<file path="src/rtl/mux_scan_pkg.sv">
// rtl/mux_scan_pkg.sv - shared state encoding and width helper for the scanning mux
package mux_scan_pkg;

    typedef enum logic {
        MANUAL = 1'b0,
        SCAN   = 1'b1
    } state_e;

    // Select and counter fields are never narrower than one bit, even for a count of 1 or 2.
    function automatic int clog2_min1(input int n);
        return (n <= 2) ? 1 : $clog2(n);
    endfunction

endpackage

</file>
<file path="src/rtl/mux_scan_dwell.sv">
// rtl/mux_scan_dwell.sv - dwell counter with clear, hold and terminal-count flag
module mux_scan_dwell
    import mux_scan_pkg::*;
#(
    parameter int  DWELL = 4,
    localparam int CNTW  = clog2_min1(DWELL)
) (
    input  logic clock_i,
    input  logic resetn_i,
    input  logic clr_i,
    input  logic hold_i,
    output logic tc_o
);

    logic [CNTW-1:0] cnt_q, cnt_d;

    assign tc_o = (int'(cnt_q) == DWELL - 1);

    always_comb begin
        cnt_d = cnt_q;
        if (clr_i) begin
            cnt_d = '0;
        end else if (!hold_i) begin
            cnt_d = tc_o ? '0 : cnt_q + CNTW'(1);
        end
    end

    always_ff @(posedge clock_i or negedge resetn_i) begin
        if (!resetn_i) begin
            cnt_q <= '0;
        end else begin
            cnt_q <= cnt_d;
        end
    end

endmodule

</file>
<file path="src/rtl/mux_scan_nto1.sv">
// rtl/mux_scan_nto1.sv - N-to-1 registered mux with manual select and dwell-timed channel scan
// Optional: define MUX_SCAN_SYNC_EN to pass sel/auto/hold through two-flop synchronizers.
module mux_scan_nto1
    import mux_scan_pkg::*;
#(
    parameter int  WIDTH    = 1,
    parameter int  CHANNELS = 4,
    parameter int  DWELL    = 4,
    localparam int SELW     = clog2_min1(CHANNELS)
) (
    input  logic                      clock,
    input  logic                      resetn,
    input  logic [CHANNELS*WIDTH-1:0] data_in,
    input  logic [SELW-1:0]           sel,
    input  logic                      auto,
    input  logic                      hold,
    output logic [WIDTH-1:0]          m,
    output logic [SELW-1:0]           chan,
    output logic                      step
);

    logic [SELW-1:0] sel_s;
    logic            auto_s;
    logic            hold_s;

`ifdef MUX_SCAN_SYNC_EN
    logic [SELW-1:0] sel_m_q, sel_s_q;
    logic            auto_m_q, auto_s_q;
    logic            hold_m_q, hold_s_q;

    always_ff @(posedge clock or negedge resetn) begin
        if (!resetn) begin
            sel_m_q  <= '0;
            sel_s_q  <= '0;
            auto_m_q <= 1'b0;
            auto_s_q <= 1'b0;
            hold_m_q <= 1'b0;
            hold_s_q <= 1'b0;
        end else begin
            sel_m_q  <= sel;
            sel_s_q  <= sel_m_q;
            auto_m_q <= auto;
            auto_s_q <= auto_m_q;
            hold_m_q <= hold;
            hold_s_q <= hold_m_q;
        end
    end

    assign sel_s  = sel_s_q;
    assign auto_s = auto_s_q;
    assign hold_s = hold_s_q;
`else
    assign sel_s  = sel;
    assign auto_s = auto;
    assign hold_s = hold;
`endif

    state_e           state_q, state_d;
    logic [SELW-1:0]  chan_q, chan_d;
    logic [WIDTH-1:0] m_q, m_d;
    logic             step_q;
    logic             sel_ok;
    logic             cnt_clr;
    logic             cnt_tc;

    assign sel_ok  = (int'(sel_s) < CHANNELS);
    // The counter only runs while already in SCAN with auto still asserted.
    assign cnt_clr = !((state_q == SCAN) && auto_s);

    mux_scan_dwell #(
        .DWELL(DWELL)
    ) u_dwell (
        .clock_i (clock),
        .resetn_i(resetn),
        .clr_i   (cnt_clr),
        .hold_i  (hold_s),
        .tc_o    (cnt_tc)
    );

    always_comb begin
        state_d = state_q;
        chan_d  = chan_q;
        case (state_q)
            MANUAL: begin
                if (auto_s) begin
                    state_d = SCAN;
                end else if (sel_ok) begin
                    chan_d = sel_s;
                end
            end
            SCAN: begin
                if (!auto_s) begin
                    state_d = MANUAL;
                    if (sel_ok) begin
                        chan_d = sel_s;
                    end
                end else if (!hold_s && cnt_tc) begin
                    chan_d = (int'(chan_q) == CHANNELS - 1) ? '0 : chan_q + SELW'(1);
                end
            end
            default: state_d = MANUAL;
        endcase
    end

    always_comb begin
        m_d = '0;
        for (int k = 0; k < CHANNELS; k++) begin
            if (int'(chan_q) == k) begin
                m_d = data_in[k*WIDTH +: WIDTH];
            end
        end
    end

    always_ff @(posedge clock or negedge resetn) begin
        if (!resetn) begin
            state_q <= MANUAL;
            chan_q  <= '0;
            m_q     <= '0;
            step_q  <= 1'b0;
        end else begin
            state_q <= state_d;
            chan_q  <= chan_d;
            m_q     <= m_d;
            step_q  <= (chan_d != chan_q);
        end
    end

    assign m    = m_q;
    assign chan = chan_q;
    assign step = step_q;

endmodule

</file>
<file path="config.mk">
export PLATFORM = sky130hd
export DESIGN_NAME = mux_scan_nto1
export DESIGN_NICKNAME = d
export VERILOG_FILES = /design/src/rtl/mux_scan_pkg.sv /design/src/rtl/mux_scan_dwell.sv /design/src/rtl/mux_scan_nto1.sv
export SDC_FILE = /design/constraint.sdc
export NUM_CORES = 1
export LEC_CHECK = 0
export BUFFER_PORTS_ARGS = -buffer_cell sky130_fd_sc_hd__buf_2
export CORE_AREA = 2 2 39 41
export DETAILED_ROUTE_END_ITERATION = 10
export DIE_AREA = 0 0 41 43
export SLEW_MARGIN = 15
export SYNTH_ARGS = -nofsm -noshare
export SYNTH_HDL_FRONTEND = slang
export SYNTH_SLANG_ARGS = --single-unit
</file>
<file path="constraint.sdc">
create_clock -name clock -period 4.6 [get_ports clock]
set_input_delay 0.92 -clock clock [delete_from_list [all_inputs] [get_ports clock]]
set_output_delay 0.92 -clock clock [all_outputs]
set_load 0.01 [all_outputs]
</file>
==> results.json <==
{
  "status": "finished clean",
  "hold_buffers": 0,
  "relSlewSlack_pct": 74.0,
  "cts_buffer_depth": 2,
  "finalInstanceArea_um2": 537,
  "synth_edf_count": 0,
  "cp.arrival_ns": 0.93,
  "fillCellCount": 147,
  "synth-xor-area-share_pct": 0,
  "h-tree-depth": 1,
  "via_per_inst": 4.97,
  "p_total_w": 0.000162,
  "num_io_pins": 14,
  "yosysWarnings": 0,
  "period_share_pct": 40.2,
  "crit_chain": "buf_2",
  "synthArstFlopShare_pct": 100,
  "synth_top_flop_cell": "dfrtp_1",
  "finalClockSkew_ns": 0.00847,
  "grt_util_met2_pct": 18.1,
  "synth_top_family_by_area": "compound AO/OA/AOI/OAI gates",
  "yosys.area_share.simple_pct": 18.3,
  "crit_buf_inv": 1,
  "nets": 75,
  "fin_crit_ns": 1.85,
  "worst_pin_slew_ns": 0.387,
  "syn2layout_area_growth_pct": 24.7,
  "grt_pass1_wl_um": 1370,
  "synth_compound_area_share_pct": 18.9,
  "num_rows": 14,
  "clock_latency_ns": 0.25,
  "grt_pass1_vias": 335,
  "cts_resized": 0,
  "clk_pin_slew_ns": 0.06,
  "synthMuxAreaShare_pct": 4.65,
  "cp_slowest_cell": "dfrtp_1",
  "cts_sinks": 7,
  "post_cts_buffers": 0,
  "ys_seq_elements": 7,
  "die_width_um": 41,
  "post_dp_cell_area_um2": 510,
  "worst_ep_required_time_ns": 3.68,
  "routed_wl_um": 867,
  "tritoncts": "done",
  "drc": 0,
  "initial_core_util_pct": 31.1,
  "drive_gt1_share_pct": 30.5,
  "r2r-start": "chan[0]",
  "dr.pass1.iters": 4,
  "syn-num-nets": 58,
  "critical-path-top-delay-family": "flip-flops",
  "hold_path.class": "in2async",
  "wl_per_cell_um": 11.6,
  "max_clock_freq_mhz": 541,
  "grt_use_total_pct": 11.9,
  "r2r-end": "step",
  "final_cell_mix": "13 x buf_2, 7 x dfrtp_1, 5 x nor2_1, 5 x ha_1",
  "holdWs_ns": 0.496,
  "groute.layer.met3.usage_pct": 4.71,
  "synthCells": 43,
  "antenna_found_initial": 0,
  "power_density_mw_per_mm2": 303,
  "irDropWorstVdd_mv": 0.0897,
  "tns_ns": 0,
  "endpoint_kind": "output pin",
  "slowest_delay_ns": 0.50,
  "rsz0062_at_grt": "no",
  "drv_slew": 0,
  "rr_worst_depth": 5,
  "fin_util_pct": 38.8,
  "start_kind": "flop",
  "grt_use_met1_pct": 13.6,
  "dieArea_mm2": 0.00176,
  "hold_violations": 0,
  "finalSetupViolCount": 0,
  "cp_max_fo": 9,
  "grt_max_degree": 10,
  "hpwl_um": 684,
  "antenna_cells": 0,
  "ant_nets": 0,
  "synth_cell_type_count": 21,
  "die_h_um": 43,
  "crit_type": "reg2out",
  "ys_seq_area_share_pct": 40.7,
  "portBuffers": 13,
  "leakage_nw": 0.262,
  "core_area_mm2": 0.00138,
  "clockRootBuffer": "clkbuf_4",
  "cap_violations": 0,
  "overflow": 0,
  "mappedNetlistArea_um2": 430,
  "synth.avg_cell_area_um2": 10.0,
  "busiest_layer": "met2",
  "reg2reg_slack_ns": 2.97,
  "first_iter_violations": 15,
  "final_common_cell": "buf_2",
  "vias": 373,
  "numCtsBuffers": 3,
  "place.gp.congestion": 0.808,
  "synthAdderAreaFrac_pct": 14.5
}
[cell families after synthesis]
group / Yosys count
buf+inv: 3
compound gates: 12
simple gates: 14
flops: 7
fa+ha+maj: 5
mux: 2
[synth_stat cells, drive strengths merged, types with 2 or more instances]
cell type,instances,area share (%)
dfrtp,7,41
ha,5,15
nor2,5,4.4
a21oi,3,3.5
nand2,3,2.6
a211oi,2,3.5
inv,2,1.7
mux2i,2,4.7
nand2b,2,3.5
o21ai,2,2.3
[registers in the layout, summed over array words and instances, names as in the netlist]
name,flops
m,1
state_q,1
u_dwell.cnt_q,2
chan,2
step,1
[layout make-up]
type	count	area [um^2]	share of cell area, %
Clock buffer	4	26.3	4.90
Inverter	2	7.51	1.40
Multi-Input combinational cell	33	243	45.2
Tap cell	16	20.0	3.73
Timing Repair Buffer	13	65.1	12.1
Sequential cell	7	175	32.6
[metal layers]
layer	routed length (um)	up-vias
li1	-	191
met1	376	169
met2	410	9
met3	56	4
met4	23	0
met5	0	-
[worst register-to-register path, cell delays in order, from the launching register on]
cell	delay [ns]
dfrtp_1	0.47
ha_1	0.28
nor4b_2	0.25
a211oi_1	0.11
a2111o_1	0.36
nand4_1	0.09
[per-stage QoR]
stage	setup WS (ns)	instances
6_report	2.75	75
5_1_grt	2.67	75
4_1_cts	2.73	75
3_5_place_dp	2.59	71
3_3_place_gp	2.64	71
2_1_floorplan	2.82	43
[how the worst max path moves through the flow]
stage                        from  endpoint  slack (ns)  cells past startpoint
after global routing      chan[0]   chan[0]        2.67                      1
after floorplan              auto      step        2.82                      5
after CTS                 chan[0]   chan[0]        2.73                      1
final                     chan[0]   chan[0]        2.75                      1
after detailed placement     hold      step        2.59                      5
after global placement       hold      step        2.64                      5
[power breakdown]
part | internal [W] | switching, W
logic | 0.0000158 | 0.0000183
clock network | 0.0000331 | 0.0000223
registers | 0.0000674 | 0.00000553
total | 0.000116 | 0.0000462
No activity file was read; power rests on OpenSTA's default activity.
